$ cat src/rtl/aes_round_sequencer.sv
// Iterative AES-128/256 encryption controller.
// Latency: Nr cycles (10 or 14) from the accept edge to out_valid_o.
// Backpressure: holds the ciphertext, and stalls input, until out_ready_i.
//
// Ports:
//   clk_i, rst_ni             clock, asynchronous active-low reset
//   in_valid_i/in_ready_o     plaintext handshake (in_data_i, key_len_i)
//   rk_addr_o/rk_data_i       round-key store lookup (combinational return)
//   rnd_state_o/rnd_last_o    state and last-round select to the round datapath
//   rnd_result_i              combinational round datapath output
//   out_valid_o/out_ready_i   ciphertext handshake (out_data_o)
//   busy_o, blk_count_o       activity flag and completed-block counter
module aes_round_sequencer #(
  parameter int DATA_WIDTH    = 128,
  parameter int RK_ADDR_WIDTH = 4,
  parameter int CNT_WIDTH     = 16
) (
  input  logic                     clk_i,
  input  logic                     rst_ni,
  input  logic                     in_valid_i,
  output logic                     in_ready_o,
  input  logic [DATA_WIDTH-1:0]    in_data_i,
  input  logic                     key_len_i,
  output logic [RK_ADDR_WIDTH-1:0] rk_addr_o,
  input  logic [DATA_WIDTH-1:0]    rk_data_i,
  output logic [DATA_WIDTH-1:0]    rnd_state_o,
  output logic                     rnd_last_o,
  input  logic [DATA_WIDTH-1:0]    rnd_result_i,
  output logic                     out_valid_o,
  input  logic                     out_ready_i,
  output logic [DATA_WIDTH-1:0]    out_data_o,
  output logic                     busy_o,
  output logic [CNT_WIDTH-1:0]     blk_count_o
);

  localparam logic [3:0] NR_128 = 4'd10;
  localparam logic [3:0] NR_256 = 4'd14;

  typedef enum logic [1:0] {
    ST_IDLE  = 2'd0,
    ST_ROUND = 2'd1,
    ST_DONE  = 2'd2
  } state_e;

  state_e                   fsm_q, fsm_d;
  logic [DATA_WIDTH-1:0]    state_q, state_d;
  logic [3:0]               rnd_cnt_q, rnd_cnt_d;
  logic [3:0]               nr_q, nr_d;
  logic [CNT_WIDTH-1:0]     blk_count_q, blk_count_d;

  // All handshake/control outputs are registered; their next values are
  // computed alongside the state transition so they line up with it.
  logic                     in_ready_q, in_ready_d;
  logic                     out_valid_q, out_valid_d;
  logic                     busy_q, busy_d;
  logic                     rnd_last_q, rnd_last_d;
  logic [RK_ADDR_WIDTH-1:0] rk_addr_q, rk_addr_d;

  logic [3:0]               rnd_cnt_inc;

  assign rnd_cnt_inc = rnd_cnt_q + 4'd1;

  always_comb begin
    fsm_d       = fsm_q;
    state_d     = state_q;
    rnd_cnt_d   = rnd_cnt_q;
    nr_d        = nr_q;
    blk_count_d = blk_count_q;
    in_ready_d  = in_ready_q;
    out_valid_d = out_valid_q;
    busy_d      = busy_q;
    rnd_last_d  = rnd_last_q;
    rk_addr_d   = rk_addr_q;

    unique case (fsm_q)
      ST_IDLE: begin
        if (in_valid_i) begin
          // rk_addr_o is 0 here, so rk_data_i is round key 0: initial AddRoundKey.
          state_d    = in_data_i ^ rk_data_i;
          nr_d       = key_len_i ? NR_256 : NR_128;
          rnd_cnt_d  = 4'd1;
          fsm_d      = ST_ROUND;
          in_ready_d = 1'b0;
          busy_d     = 1'b1;
          rk_addr_d  = RK_ADDR_WIDTH'(4'd1);
          rnd_last_d = 1'b0;    // Nr >= 10, so round 1 is never the last
        end
      end

      ST_ROUND: begin
        state_d = rnd_result_i;
        if (rnd_cnt_q == nr_q) begin
          fsm_d       = ST_DONE;
          out_valid_d = 1'b1;
          rnd_last_d  = 1'b0;
          rk_addr_d   = RK_ADDR_WIDTH'(nr_q);
        end else begin
          rnd_cnt_d  = rnd_cnt_inc;
          rk_addr_d  = RK_ADDR_WIDTH'(rnd_cnt_inc);
          rnd_last_d = (rnd_cnt_inc == nr_q);
        end
      end

      ST_DONE: begin
        if (out_ready_i) begin
          blk_count_d = blk_count_q + CNT_WIDTH'(1);
          fsm_d       = ST_IDLE;
          out_valid_d = 1'b0;
          in_ready_d  = 1'b1;
          busy_d      = 1'b0;
          rk_addr_d   = '0;
        end
      end

      default: begin
        fsm_d       = ST_IDLE;
        out_valid_d = 1'b0;
        in_ready_d  = 1'b1;
        busy_d      = 1'b0;
        rnd_last_d  = 1'b0;
        rk_addr_d   = '0;
      end
    endcase
  end

  always_ff @(posedge clk_i or negedge rst_ni) begin
    if (!rst_ni) begin
      fsm_q       <= ST_IDLE;
      state_q     <= '0;
      rnd_cnt_q   <= 4'd0;
      nr_q        <= NR_128;
      blk_count_q <= '0;
      in_ready_q  <= 1'b1;
      out_valid_q <= 1'b0;
      busy_q      <= 1'b0;
      rnd_last_q  <= 1'b0;
      rk_addr_q   <= '0;
    end else begin
      fsm_q       <= fsm_d;
      state_q     <= state_d;
      rnd_cnt_q   <= rnd_cnt_d;
      nr_q        <= nr_d;
      blk_count_q <= blk_count_d;
      in_ready_q  <= in_ready_d;
      out_valid_q <= out_valid_d;
      busy_q      <= busy_d;
      rnd_last_q  <= rnd_last_d;
      rk_addr_q   <= rk_addr_d;
    end
  end

  assign in_ready_o  = in_ready_q;
  assign out_valid_o = out_valid_q;
  assign busy_o      = busy_q;
  assign rnd_last_o  = rnd_last_q;
  assign rk_addr_o   = rk_addr_q;
  assign rnd_state_o = state_q;
  assign out_data_o  = state_q;
  assign blk_count_o = blk_count_q;

endmodule

$ cat config.mk
export PLATFORM = sky130hd
export DESIGN_NAME = aes_round_sequencer
export DESIGN_NICKNAME = d
export VERILOG_FILES = /design/src/rtl/aes_round_sequencer.sv
export SDC_FILE = /design/constraint.sdc
export NUM_CORES = 1
export LEC_CHECK = 0
export ABC_AREA = 1
export CAP_MARGIN = 20
export CORE_AREA = 8 8 253 255
export DETAILED_ROUTE_END_ITERATION = 6
export DIE_AREA = 0 0 261 263
export MAX_ROUTING_LAYER = met4
export PLACE_DENSITY = 0.56
export SYNTH_ARGS = -nofsm -noshare
export SYNTH_HDL_FRONTEND = slang
export SYNTH_SLANG_ARGS = --single-unit
$ cat constraint.sdc
create_clock -name clk_i -period 1.9 [get_ports clk_i]
set_input_delay 0.38 -clock clk_i [delete_from_list [all_inputs] [get_ports clk_i]]
set_output_delay 0.38 -clock clk_i [all_outputs]
set_load 0.01 [all_outputs]
# Word-level counts from Yosys, hierarchy flattened
# Index checks and enable logic that the tools add are counted.
# op_classes
add_sub_neg	2
n_eq_ne	8
mux	23
bitwise	4
reduce_logical	11
# op_table
operator	count
$pmux 128 s2	1
$mux 128	1
$xor 128x128->128	1
$add 16x1->16 const B	1
$mux 4	4
$pmux 1 s3	4
$pmux 4 s3	1
$reduce_and 3->1	4
$reduce_and 2->1	5
$eq 4x4->1	2
$ne 2x2->1 const B	4
$pmux 4 s2	1
$mux 1	6
$mux 2	3
$pmux 2 s3	1
$add 4x1->4 const B	1
$mux 3	1
$not 1->1	3
$eq 2x1->1 const B	1
$eq 2x2->1 const B	1
$logic_not 2->1	1
$reduce_bool 2->1	1
# totals
regBits	162
inputBits	389
out_inout_bits	280

# Logic depth before layout (Yosys ltp)
# logic_depth
word_depth	4
depth_mapped	11
mapped_depth_nobuf	11

# Least setup slack after synthesis
# Ideal clock, no wire load.
# synth_path
kind	reg-to-reg
from	register fsm_q[1]
to	register state_q[64], in the netlist out_data_o[64]
t_arrival_ps	1298
path_slack_ps	479
stages_incl_launch_ff	10
path_buffers	3
cell_sequence	dfrtp_1 nor2_4 buf_6 inv_2 nand2_1 inv_2 buf_4 buf_6 nand2_1 nand2_1
# synth_via
elab_chain_len	3
elab_cells_between_ends	6
# synth_lines
item	line_no	rtl
from (decl)	45	state_e fsm_q, fsm_d;
from (signal assigned)	139	fsm_q <= fsm_d;
$eq 2x1->1 or $logic_not 2->1 (tied branches)	75	unique case (fsm_q)
$reduce_bool 2->1 (no source line) or $ne 2x2->1 (tied branches)	n/a	
$reduce_and 2->1 (no source line)	n/a	
to (signal assigned)	140	state_q <= state_d;
to (decl)	46	logic [DATA_WIDTH-1:0] state_q, state_d;
# Several ways; a longest one is shown, not always the timed one.
# A chain may end at the register's enable or synchronous reset.

# Worst setup path in the final report
# layout_path
from	register state_q[38], in the netlist out_data_o[38]
to	output port rnd_state_o[38]
# layout_lines
item	line_no	rtl
to (decl)	26	output logic [DATA_WIDTH-1:0] rnd_state_o,
# No word-level cell between the ends.

==> metrics.md <==
| Metric | Value |
|---|---|
| Final net count | `2242` |
| Setup violations, final | `0` |
| Post-synth ARST share | `1.00` |
| Worst Tran Pin Value | `572 ps` |
| Final wirelength | `47900 µm` |
| 1st-iter DRT viols | `410` |
| Drc violations | `0` |
| Syn Std Cell Area | `0.00987 mm²` |
| Area of the multi-input gates | `0.00446 mm²` |
| Crit path largest cell delay | `560 ps` |
| # fillers | `6444` |
| WL/cell | `18.1 µm` |
| First-pass DRT Iterations | `4` |
| Slew Limit Fails | `0` |
| WP data arrival | `1460 ps` |
| Synth cell types | `27` |
| Post-Syn Nets | `1677` |
| Unrepaired setup endpoints after global routing | `no` |
| Seq/Total Area, Yosys | `0.403` |
| Synth area leader | `dfrtp_1` |
| Post-DP HPWL | `40500 µm` |
| Pleak | `8.34 nW` |
| Clock sink total | `159` |
| Maximum clock insertion buffer count | `2` |
| Vias in the first global route | `11200` |
| Via count | `10100` |
| Share of the synthesized area in the top cell type | `0.401` |
| CTS Root Cell | `clkbuf_16` |
| Clock Skew | `9.48 ps` |
| Clock Pin Slew Worst Setup and Hold Paths | `70 ps` |
| H-Tree Level Count | `4` |
| CP bufs+invs | `1` |
| Num rows | `90` |
| GPL Wtd Cong | `0.855` |
| Top_reg_cell synth | `dfrtp_1` |
| Critical path required time | `1520 ps` |
| Register area | `0.00400 mm²` |
| Die ar. | `0.0686 mm²` |
| Hold Crit Class | `in -> async` |
| Slew HR | `0.618` |
| Number of synthesized register bits | `159` |
| Largest cells by area after synthesis | `dfrtp_1 40%, nand2_1 22%, xor2_1 12%, buf_4 11%, o21ai_0 5.6%` |
| Levels on crit path | `1` |
| Critical path peak fanout | `2` |
| Power per cell area | `1360 mW/mm²` |
| Latest clock arrival within the worst-skew pair | `470 ps` |
| CP Launch Type | `flop` |
| Final min period | `1840 ps` |
| Io pins | `669` |
| Ratio of cells with drive above 1 in the final layout | `0.0741` |
| CTS buffer count | `17` |
| Port Buffer Count | `668` |
| Total negative slack | `0 ps` |
| CP delay by family, top | `buffers and inverters` |
| Tcrit/Tclk final | `0.966` |
| Total number of yosys warnings | `0` |
| Synth Area per Inst | `7.68 µm²` |
| CP max-delay cell | `clkdlybuf4s50_1` |
| Fin. Hold Viols | `0` |
| Avg Vias per Cell | `3.81` |
| Antenna violations before repair | `4` |
| Max VDD drop | `648 µV` |
| Run status | `completed` |
| R2R cell count | `6` |
| GRT overflow | `0` |
| Setup crit end kind | `output pin` |
| Largest net degree at the start of global routing | `101` |
| Core Region | `0.0599 mm²` |
| Setup Crit Path Kind | `reg -> out` |
| Die H | `263 µm` |
| First-pass GRT wire length | `68900 µm` |
| EDFF count, synth | `0` |
| Chip width | `261 µm` |
| Fmax | `0.545 GHz` |
| GRT Overall Usage | `0.139` |
| CTS tree | `yes` |
| Mapped Cells | `1284` |
| Max-cap violations | `0` |
| Starting Density | `0.165` |
| Hold WS | `462 ps` |
| Final antenna-violating net count | `0` |
| Syn-to-layout area delta | `75.6%` |
| Worst path cell trace | `clkdlybuf4s50_1` |
placed cells by master (no fill, tap or decap), drive strengths merged:
master and count:
o21ai 140, nand4 2, xor2 136, nand3b 5, buf 67, dfstp 1
ha 4, clkdlybuf4s50 544, clkinv 7, dfrtp 158, a21boi 1, xnor2 3
inv 31, dlygate4sd2 99, dlymetal6s2s 19, nand3 8, a21oi 2, dlygate4sd3 1
diode 3, nand2 590, clkbuf 17, clkinvlp 1, o211ai 1, nor2 25
cells in the mapped netlist, types with 3 or more instances:
| cell | n |
|---|---|
| ha_1 | 4 |
| buf_6 | 13 |
| nor2_2 | 3 |
| o21ai_1 | 29 |
| nand3_1 | 7 |
| xor2_1 | 136 |
| nand2_1 | 579 |
| inv_1 | 21 |
| o21ai_0 | 111 |
| dfrtp_1 | 158 |
| inv_2 | 3 |
| xnor2_1 | 3 |
| buf_4 | 140 |
| nand3b_1 | 5 |
| nor2_1 | 20 |
| buf_2 | 15 |
| nand2_2 | 11 |
| clkbuf_1 | 15 |
logic make-up after synthesis:
kind of cell	Yosys count	synth area share
simple gates	630	0.249
buf+inv	208	0.145
flops	159	0.403
compound gates	144	0.0735
xor+xnor	139	0.123
fa+ha+maj	4	0.00507
flip-flops by register name, indices dropped and copies added (netlist names):
name / flops
busy_o: 1
blk_count_o: 16
nr_q: 1
in_ready_o: 1
out_valid_o: 1
rnd_cnt_q: 4
rk_addr_o: 4
out_data_o: 128
fsm_q: 2
rnd_last_o: 1
through the flow:
stage / utilization / cell area [µm²] / cells / worst slack [ps] / power (mW)
after floorplan: - / 9870 / 1284 / 479 / 13.4
after global placement: 0.278 / 16700 / 2598 / 30.6 / 20.8
after detailed placement: 0.278 / 16700 / 2598 / 20.1 / 20.9
after CTS: 0.288 / 17300 / 2643 / 1.14 / 24.1
after global routing: 0.289 / 17300 / 2647 / 1.22 / 25.3
final: 0.289 / 17300 / 2647 / 64.4 / 23.5
repair_timing:
item,in CTS,in global routing
setup endpoints to repair,115,22
gates resized for setup,115,19
hold endpoints to repair,32,0
hold buffers,1,0
buffers inserted,12,1
final timing paths:
path / slack, ps / startpoint / end
min: 460 / rst_ni / rnd_cnt_q[2]
min reg2reg: 480 / in_ready_o / in_ready_o
max in group asynchronous: 860 / rst_ni / out_data_o[120]
max: 60 / out_data_o[38] / rnd_state_o[38]
min in group clk_i: 480 / in_ready_o / in_ready_o
max reg2reg: 280 / fsm_q[1] / rnd_cnt_q[0]
report_power, final:
group | total [mW] | switching [mW] | leakage, nW | internal (mW)
Combinational | 13.4 | 6.87 | 6.16 | 6.56
Clock | 3.41 | 1.66 | 0.287 | 1.76
Sequential | 6.64 | 1.66 | 1.90 | 4.98
Total | 23.5 | 10.2 | 8.34 | 13.3
cell type report:
cell class	instances	area share
well taps	782	0.0565
diodes	3	0.000433
clock buffers	17	0.0246
multi-input cells	917	0.257
repair buffers	730	0.415
flip-flops and latches	159	0.231
clock inverters	15	0.00975
inverters	24	0.00534
routing by layer:
metal | track usage | share of wire
met2 | 0.244 | 0.50
met3 | 0.0499 | 0.088
met4 | 0.0472 | 0.024
met1 | 0.142 | 0.39
met5 | - | 0
(Power assumes the default switching activity.)
